File: src/rtl/ibis_dvi_timing_ctrl.sv
// ibis_dvi_timing_ctrl
// Raster timing generator for the DVI output. Produces the shared pixel strobe
// for the B/G/R TMDS encoders, the data-enable flag and the {vsync,hsync}
// control code. Pulls RGB pixels from a ready/valid source during active video.
module ibis_dvi_timing_ctrl #(
    parameter int PIX_DIV  = 1,
    parameter int H_ACTIVE = 640,
    parameter int H_FRONT  = 16,
    parameter int H_SYNC   = 96,
    parameter int H_BACK   = 48,
    parameter int V_ACTIVE = 480,
    parameter int V_FRONT  = 10,
    parameter int V_SYNC   = 2,
    parameter int V_BACK   = 33,
    parameter int SYNC_POL = 0
) (
    input  logic        aclk,
    input  logic        aresetn,
    input  logic        run,
    input  logic [23:0] s_pixel_data,
    input  logic        s_pixel_valid,
    output logic        s_pixel_ready,
    output logic        tmds_enable,
    output logic        tmds_data_enable,
    output logic [1:0]  tmds_control,
    output logic [7:0]  tmds_r,
    output logic [7:0]  tmds_g,
    output logic [7:0]  tmds_b,
    output logic [11:0] pix_x,
    output logic [11:0] pix_y,
    output logic        frame_start,
    output logic        busy,
    output logic        underflow,
    input  logic        underflow_clear
);

    localparam int H_TOTAL = H_ACTIVE + H_FRONT + H_SYNC + H_BACK;
    localparam int V_TOTAL = V_ACTIVE + V_FRONT + V_SYNC + V_BACK;

    if (H_TOTAL > 4096 || V_TOTAL > 4096) begin : g_raster_too_big
        $error("ibis_dvi_timing_ctrl: H_TOTAL and V_TOTAL must not exceed 4096");
    end
    if (PIX_DIV < 1) begin : g_bad_div
        $error("ibis_dvi_timing_ctrl: PIX_DIV must be at least 1");
    end

    localparam int DIV_W = (PIX_DIV > 1) ? $clog2(PIX_DIV) : 1;
    localparam logic [DIV_W-1:0] DIV_LAST = DIV_W'(PIX_DIV - 1);

    // 13-bit bounds so a total of exactly 4096 still compares correctly.
    localparam logic [12:0] H_LAST   = 13'(H_TOTAL - 1);
    localparam logic [12:0] V_LAST   = 13'(V_TOTAL - 1);
    localparam logic [12:0] H_ACT    = 13'(H_ACTIVE);
    localparam logic [12:0] V_ACT    = 13'(V_ACTIVE);
    localparam logic [12:0] HS_BEGIN = 13'(H_ACTIVE + H_FRONT);
    localparam logic [12:0] HS_END   = 13'(H_ACTIVE + H_FRONT + H_SYNC);
    localparam logic [12:0] VS_BEGIN = 13'(V_ACTIVE + V_FRONT);
    localparam logic [12:0] VS_END   = 13'(V_ACTIVE + V_FRONT + V_SYNC);

    localparam logic       SYNC_ON  = (SYNC_POL != 0);
    localparam logic [1:0] CTL_IDLE = {~SYNC_ON, ~SYNC_ON};

    typedef enum logic {
        ST_IDLE,
        ST_RUN
    } state_t;

    state_t           state, state_nxt;
    logic [DIV_W-1:0] div_cnt;
    logic             tick;
    logic [11:0]      h_cnt, v_cnt;
    logic [11:0]      h_nxt, v_nxt;
    logic [11:0]      h_succ, v_succ;
    logic             frame_new;
    logic             pix_active_nxt;
    logic [1:0]       ctl_nxt;
    logic [23:0]      rgb_q;

    function automatic logic in_active(input logic [11:0] h, input logic [11:0] v);
        return ({1'b0, h} < H_ACT) && ({1'b0, v} < V_ACT);
    endfunction

    function automatic logic [1:0] ctl_code(input logic [11:0] h, input logic [11:0] v);
        logic hs, vs;
        hs = ({1'b0, h} >= HS_BEGIN) && ({1'b0, h} < HS_END);
        vs = ({1'b0, v} >= VS_BEGIN) && ({1'b0, v} < VS_END);
        return {vs ? SYNC_ON : ~SYNC_ON, hs ? SYNC_ON : ~SYNC_ON};
    endfunction

    assign tick = (div_cnt == DIV_LAST);
    assign busy = (state == ST_RUN);

    // Source handshake: only on a strobe that is about to present an active pixel.
    assign s_pixel_ready = aresetn & tick & pix_active_nxt;

    assign {tmds_r, tmds_g, tmds_b} = rgb_q;

    // Scan state register; only moves on a pixel strobe.
    always_ff @(posedge aclk) begin
        // NOTE: every clocked assignment is non-blocking so all registers sample
        // pre-edge values and simulation order between blocks cannot matter.
        if (!aresetn) begin
            state <= ST_IDLE;
        end else begin
            state <= state_nxt;
        end
    end

    // Next scan position, frame sequencing and the look-ahead sync/active state.
    always_comb begin
        // NOTE: every signal gets a default before any branch, so no path can
        // leave one unassigned and infer a latch.
        state_nxt = state;
        h_nxt     = h_cnt;
        v_nxt     = v_cnt;
        frame_new = 1'b0;
        if (tick) begin
            case (state)
                ST_IDLE: begin
                    if (run) begin
                        state_nxt = ST_RUN;
                        h_nxt     = '0;
                        v_nxt     = '0;
                        frame_new = 1'b1;
                    end
                end
                ST_RUN: begin
                    if ({1'b0, h_cnt} == H_LAST) begin
                        h_nxt = '0;
                        if ({1'b0, v_cnt} == V_LAST) begin
                            v_nxt = '0;
                            if (run) begin
                                frame_new = 1'b1;
                            end else begin
                                state_nxt = ST_IDLE;
                            end
                        end else begin
                            v_nxt = v_cnt + 12'd1;
                        end
                    end else begin
                        h_nxt = h_cnt + 12'd1;
                    end
                end
                default: state_nxt = ST_IDLE;
            endcase
        end

        // Pixel after the one being presented; its sync state goes out early
        // because the encoders register the control code one strobe late.
        h_succ = h_nxt + 12'd1;
        v_succ = v_nxt;
        if ({1'b0, h_nxt} == H_LAST) begin
            h_succ = '0;
            v_succ = ({1'b0, v_nxt} == V_LAST) ? 12'd0 : v_nxt + 12'd1;
        end

        pix_active_nxt = (state_nxt == ST_RUN) && in_active(h_nxt, v_nxt);
        ctl_nxt        = (state_nxt == ST_RUN) ? ctl_code(h_succ, v_succ) : CTL_IDLE;
    end

    // Pixel divider, strobe and all registered encoder-facing outputs.
    always_ff @(posedge aclk) begin
        if (!aresetn) begin
            div_cnt          <= '0;
            h_cnt            <= '0;
            v_cnt            <= '0;
            tmds_enable      <= 1'b0;
            tmds_data_enable <= 1'b0;
            tmds_control     <= CTL_IDLE;
            rgb_q            <= '0;
            pix_x            <= '0;
            pix_y            <= '0;
            frame_start      <= 1'b0;
        end else begin
            div_cnt     <= tick ? '0 : div_cnt + 1'b1;
            tmds_enable <= tick;
            frame_start <= frame_new;
            if (tick) begin
                h_cnt            <= h_nxt;
                v_cnt            <= v_nxt;
                pix_x            <= h_nxt;
                pix_y            <= v_nxt;
                tmds_data_enable <= pix_active_nxt;
                tmds_control     <= ctl_nxt;
                rgb_q            <= (s_pixel_ready && s_pixel_valid) ? s_pixel_data : 24'd0;
            end
        end
    end

    // Sticky underflow flag; a new underflow beats a simultaneous clear.
    always_ff @(posedge aclk) begin
        if (!aresetn) begin
            underflow <= 1'b0;
        end else if (s_pixel_ready && !s_pixel_valid) begin
            underflow <= 1'b1;
        end else if (underflow_clear) begin
            underflow <= 1'b0;
        end
    end

endmodule

File: config.mk
export PLATFORM = sky130hd
export DESIGN_NAME = ibis_dvi_timing_ctrl
export DESIGN_NICKNAME = d
export VERILOG_FILES = /design/src/rtl/ibis_dvi_timing_ctrl.sv
export SDC_FILE = /design/constraint.sdc
export NUM_CORES = 1
export LEC_CHECK = 0
export ABC_AREA = 1
export CAP_MARGIN = 25
export CORE_MARGIN = 2
export CORE_UTILIZATION = 51
export DETAILED_ROUTE_END_ITERATION = 8
export GPL_TIMING_DRIVEN = 0
export HOLD_SLACK_MARGIN = 0.03
export PLACE_DENSITY_LB_ADDON = 0.25
export SYNTH_ARGS = -nofsm -noshare
export SYNTH_HDL_FRONTEND = slang
export SYNTH_SLANG_ARGS = --single-unit
File: constraint.sdc
create_clock -name aclk -period 2.75 [get_ports aclk]
set_input_delay 0.55 -clock aclk [delete_from_list [all_inputs] [get_ports aclk]]
set_output_delay 0.55 -clock aclk [all_outputs]
set_load 0.02 [all_outputs]
# --- After elaboration in Yosys (flattened, before gate mapping) ---
# Cells that the tools add are included.
classes:
  eq_ne: 4
  n_mux: 26
  bitwise_logic: 5
  order_cmp: 6
  reduce_logical: 10
  addsub: 5
ops:
  columns: ["cell", "count"]
  rows:
  - ["$mux 12", 10]
  - ["$add 12x1->12 const B", 4]
  - ["$eq 12x10->1 const B", 4]
  - ["$pmux 12 s2", 2]
  - ["$lt 12x10->1 const B", 2]
  - ["$lt 12x9->1 const B", 2]
  - ["$mux 24", 1]
  - ["$ge 12x10->1 const B", 1]
  - ["$ge 12x9->1 const B", 1]
  - ["$mux 1", 10]
  - ["$logic_and 1x1->1", 6]
  - ["$pmux 1 s2", 2]
  - ["$not 1->1", 3]
  - ["$and 1x1->1", 2]
  - ["$mux 2", 1]
  - ["$reduce_and 2->1", 1]
  - ["$reduce_bool 2->1", 1]
  - ["$reduce_or 2->1", 1]
  - ["$add 1x1->1 const B", 1]
  - ["$logic_not 1->1", 1]
totals:
  wordCells: 66
  inputBits: 29
  reg_bits: 56
  output_inout_bits: 56

# --- Depth between registers and ports, before layout ---
depth:
  ltp_word: 12
  mapped_depth: 23
  depth_no_buf: 23

# --- Worst setup path before layout ---
# Ideal clock, no wire load.
synth_path:
  kind: "flip-flop to output port"
  from: "register h_cnt[0]"
  to: "output port s_pixel_ready"
  required_ns: 2.200
  path_slack_ns: -0.034
  path_buffers: 0
  path_stages_with_launch: 14
  t_arrival_ns: 2.234
  path_cell_list: "dfxtp_1 ha_1 nand3_2 nor2_4 nand3_4 nand2_8 nor2_1 nor2_4 nand2_4 clkinv_2 nand2_1 nor4_2 nand2_2 inv_1"
synth_between:
  elab_chain_len: 8
  word_cells_on_any_way: 17
  cone_classes: "add/sub: 1; order compare: 2; eq/ne: 1; mux: 10; bitwise: 1; reduce/logical: 2"
synth_rtl:
  columns: ["element", "line", "rtl"]
  rows:
  - ["from (decl)", "71", "logic [11:0] h_cnt, v_cnt;"]
  - ["from (signal assigned)", "179", "h_cnt <= h_nxt;"]
  - ["$add 12x1->12 / $eq 12x10->1 (equally long branches)", "141, 128", null]
  - ["$mux 12", "128", "if ({1'b0, h_cnt} == H_LAST) begin"]
  - ["$pmux 12 s2", "118", "case (state)"]
  - ["$mux 12", "117", "if (tick) begin"]
  - ["$lt 12x10->1 / $lt 12x9->1 (equally long branches)", "80", "return ({1'b0, h} < H_ACT) && ({1'b0, v} < V_ACT);"]
  - ["$logic_and 1x1->1", "80", null]
  - ["$logic_and 1x1->1 *", "157", "pix_active_nxt = (state_nxt == ST_RUN) && in_active(h_nxt, v_nxt);"]
  - ["$and 1x1->1 *", "94", "assign s_pixel_ready = aresetn & tick & pix_active_nxt;"]
  - ["to (decl)", "22", "output logic s_pixel_ready,"]
# Every way passes the cells marked *; elsewhere a longest branch is shown, timed or not.

# --- Worst setup path in the final report ---
# Same ends and word-level chain as after synthesis.

==> metrics.txt <==
CTS Buffer Depth=2; period utilization=105%; peak fanout along the critical path=5; area of the multi-input gates=2330 sq um; Clk network pwr share=30.8%; Die ar.=7770 sq um; number of buffers added on ports=84; sequential share of power=54.9%; # IOs=85; H-tree Lvls=2; CP max stage delay=0.38 ns; RSZ-0062 raised after global routing=true; synth top area cells=dfxtp_1, nand2_1, nor2_1; synth unique cells=35; placed cell count=768; core area=6830 sq um; initial antenna violation count=0; Post-Synthesis Net Count=622; largest net degree at the start of global routing=19; NumNets Final=748; DRT Pass-1 Iters=5; Reg area=1140 sq um; Net Sw Frac=27.1%; skew final=0.0159 ns; Comb power frac=14.3%; cts bufs inserted=5; Final Critical Period=2.88 ns; post-route ant nets=0; Avg Vias per Cell=5.12; Tightest Hold Check Type=register to register; Routed Wire Length=10700 um; f_max=348 MHz; Pins Over Slew Limit=0; CTS tree=yes; outcome=finished, violations left; synthesized area per cell=6.14 sq um; grt ovf=0; Yosys Warn Count=0; Pint=0.00112 W; DIE HEIGHT=88.2 um; Worst-Skew Late Latency=0.32 ns; Worst Setup Start Kind=register; slowest CP cell=dfxtp_4; Total GRT Usage=27.3%; Tot Pwr=0.00153 W; Worst VDD drop=252 uV; Clock transition at path regs=0.11 ns; synth-to-layout area growth=42.6%; Post-Synth Simple-Gate Area=54.4%; cells along the critical path=ha_4, nand3_4, nor2_4, nand3_4, inv_2, nand3_1, o21ai_0, nand2_4, nor2_4, nor4_4, nand2_2, inv_2, buf_6; Post-Syn Area=3610 sq um; clk root buf=clkbuf_8; post-synthesis register bit count=56; P_leak=2.27 nW; Wirelength per Cell=13.2 um; CP endpoint kind=output pin; Worst Path Arrival=2.33 ns; die extent in x=88.2 um; Max-cap violations=0; post-synth top area cell=dfxtp_1; Final WS setup=-0.126 ns; first-pass GRT wire length=16800 um; Filler cells=542; most common cell after layout, fill and taps aside=nand2_1; final hold violation count=0; hold slack=0.457 ns; post-place setup slack=-0.996 ns; post-synthesis mux area share=0%; largest family of logic cells by synthesized area=simple AND/OR/NAND/NOR gates; GP Congestion=0.926; post-synthesis compound-gate area fraction=2.81%; sw power=0.000415 W; post-detail-place hpwl=7550 um; layout cell share with drive strength beyond 1=22.5%; Ant. Diodes=0; proportion of netlist area held by the largest area contributor=31.0%; Synth Area in Adders=1.73%; num rows=30; starting density of the core=52.9%; final setup violation count=1; commonest cells after routing, fill and taps aside=nand2_1, clkdlybuf4s50_1, nor2_1; vias in the first global route=3732; PwrDens=298 nW/um^2; total number of vias=4150; Seq/Total Area, Yosys=31.0%; Worst Setup Path Type=register to output pin; DRT iter0 DRCs=261; post-synthesis xor/xnor area fraction=0.242%; Finished Layout Cells=811; Required @ worst endpoint=2.20 ns; TritonCTS Sinks=56; failing checks=setup timing; Mapped Cells=588; drt drc=0
[layer usage]
metal	vias up	routed length, um	global-route usage (%)
met5	-	0	0
met4	0	240	6.06
met3	34	838	6.31
met2	189	5170	48.1
met1	1868	4420	33.7
li1	2059	-	-
[final timing paths]
check	from	end	slack, ns	depth (start not counted)
min	rgb_q[1]	rgb_q[1]	0.46	2
max reg2reg	h_cnt[0]	tmds_control[1]	0.06	20
max	h_cnt[0]	s_pixel_ready	-0.13	13
min reg2reg	rgb_q[1]	rgb_q[1]	0.46	2
[sequential cells by signal (all words and copies together), names as in the netlist]
signal / flops
rgb_q: 24
h_cnt: 12
v_cnt: 12
tmds_control: 2
busy: 1
div_cnt: 1
frame_start: 1
tmds_data_enable: 1
tmds_enable: 1
underflow: 1
[critical path, delay by kind of cell (launching register included)]
family	cells	cell delay [ns]
DFF	1	0.38
buffers and inverters	3	0.26
and+or+nand+nor	8	0.84
AOI/OAI and AO/OA	1	0.34
adders and majority gates	1	0.16
[layout make-up]
| class | count | share of cell area, % |
|---|---|---|
| Sequential cell | 56 | 22.1 |
| Timing Repair Buffer | 120 | 21.7 |
| Tap cell | 96 | 2.33 |
| Clock inverter | 2 | 0.340 |
| Clock buffer | 6 | 1.41 |
| Inverter | 72 | 5.51 |
| Multi-Input combinational cell | 451 | 45.2 |
| Buffer | 8 | 1.43 |
[repair_timing]
item                                    CTS  global route
buffers inserted                         26            10
resized for setup                        43            25
hold buffers                              0             0
endpoints found under the setup margin    3             2
endpoints found under the hold margin     0             0
pin swaps                                16            12
[through the flow]
stage	instance area (sq um)	util [%]	setup TNS [ns]
2_1_floorplan	3610	-	0
3_3_place_gp	4570	67.0	-4.76
3_5_place_dp	4570	67.0	-6.31
4_1_cts	4970	72.8	-0.0941
5_1_grt	5150	75.4	-0.512
6_report	5150	75.4	-0.126
[synthesized netlist by cell type]
library cell	n
conb_1	1
nor3_4	1
clkinv_2	1
nand2_2	47
clkbuf_1	5
nor2_2	5
xor2_1	1
buf_12	2
nor2_1	90
nand2_1	203
nor2_4	2
nor2_8	1
nand3_1	49
buf_4	1
inv_1	62
nand4_1	12
nand3_2	4
buf_6	1
o21ai_2	1
nand2_4	3
nor3_1	4
nor4_2	1
nor3_2	1
inv_2	7
a21oi_1	6
o22ai_1	1
nand3b_1	1
ha_1	5
dfxtp_1	56
clkinv_1	2
o22a_1	1
nand3_4	1
o21ai_0	8
nand2_8	1
o21bai_1	1
[power by group through the flow]
stage | logic [W] | clock network, W | registers, W
floorplan | 0.0000726 | 0 | 0.000878
finish | 0.000219 | 0.000473 | 0.000842
global route | 0.000236 | 0.000514 | 0.000844
CTS | 0.000210 | 0.000482 | 0.000842
detailed placement | 0.000190 | 0 | 0.000861
global placement | 0.000187 | 0 | 0.000861
[kinds of logic after synthesis]
logic type               Yosys count
XOR/XNOR                           1
AO/OA/AOI/OAI                     18
adder cells (fa/ha/maj)            5
other                              1
AND/OR/NAND/NOR                  426
flip-flops                        56
buffers and inverters             81
(Power assumes the default switching activity.)
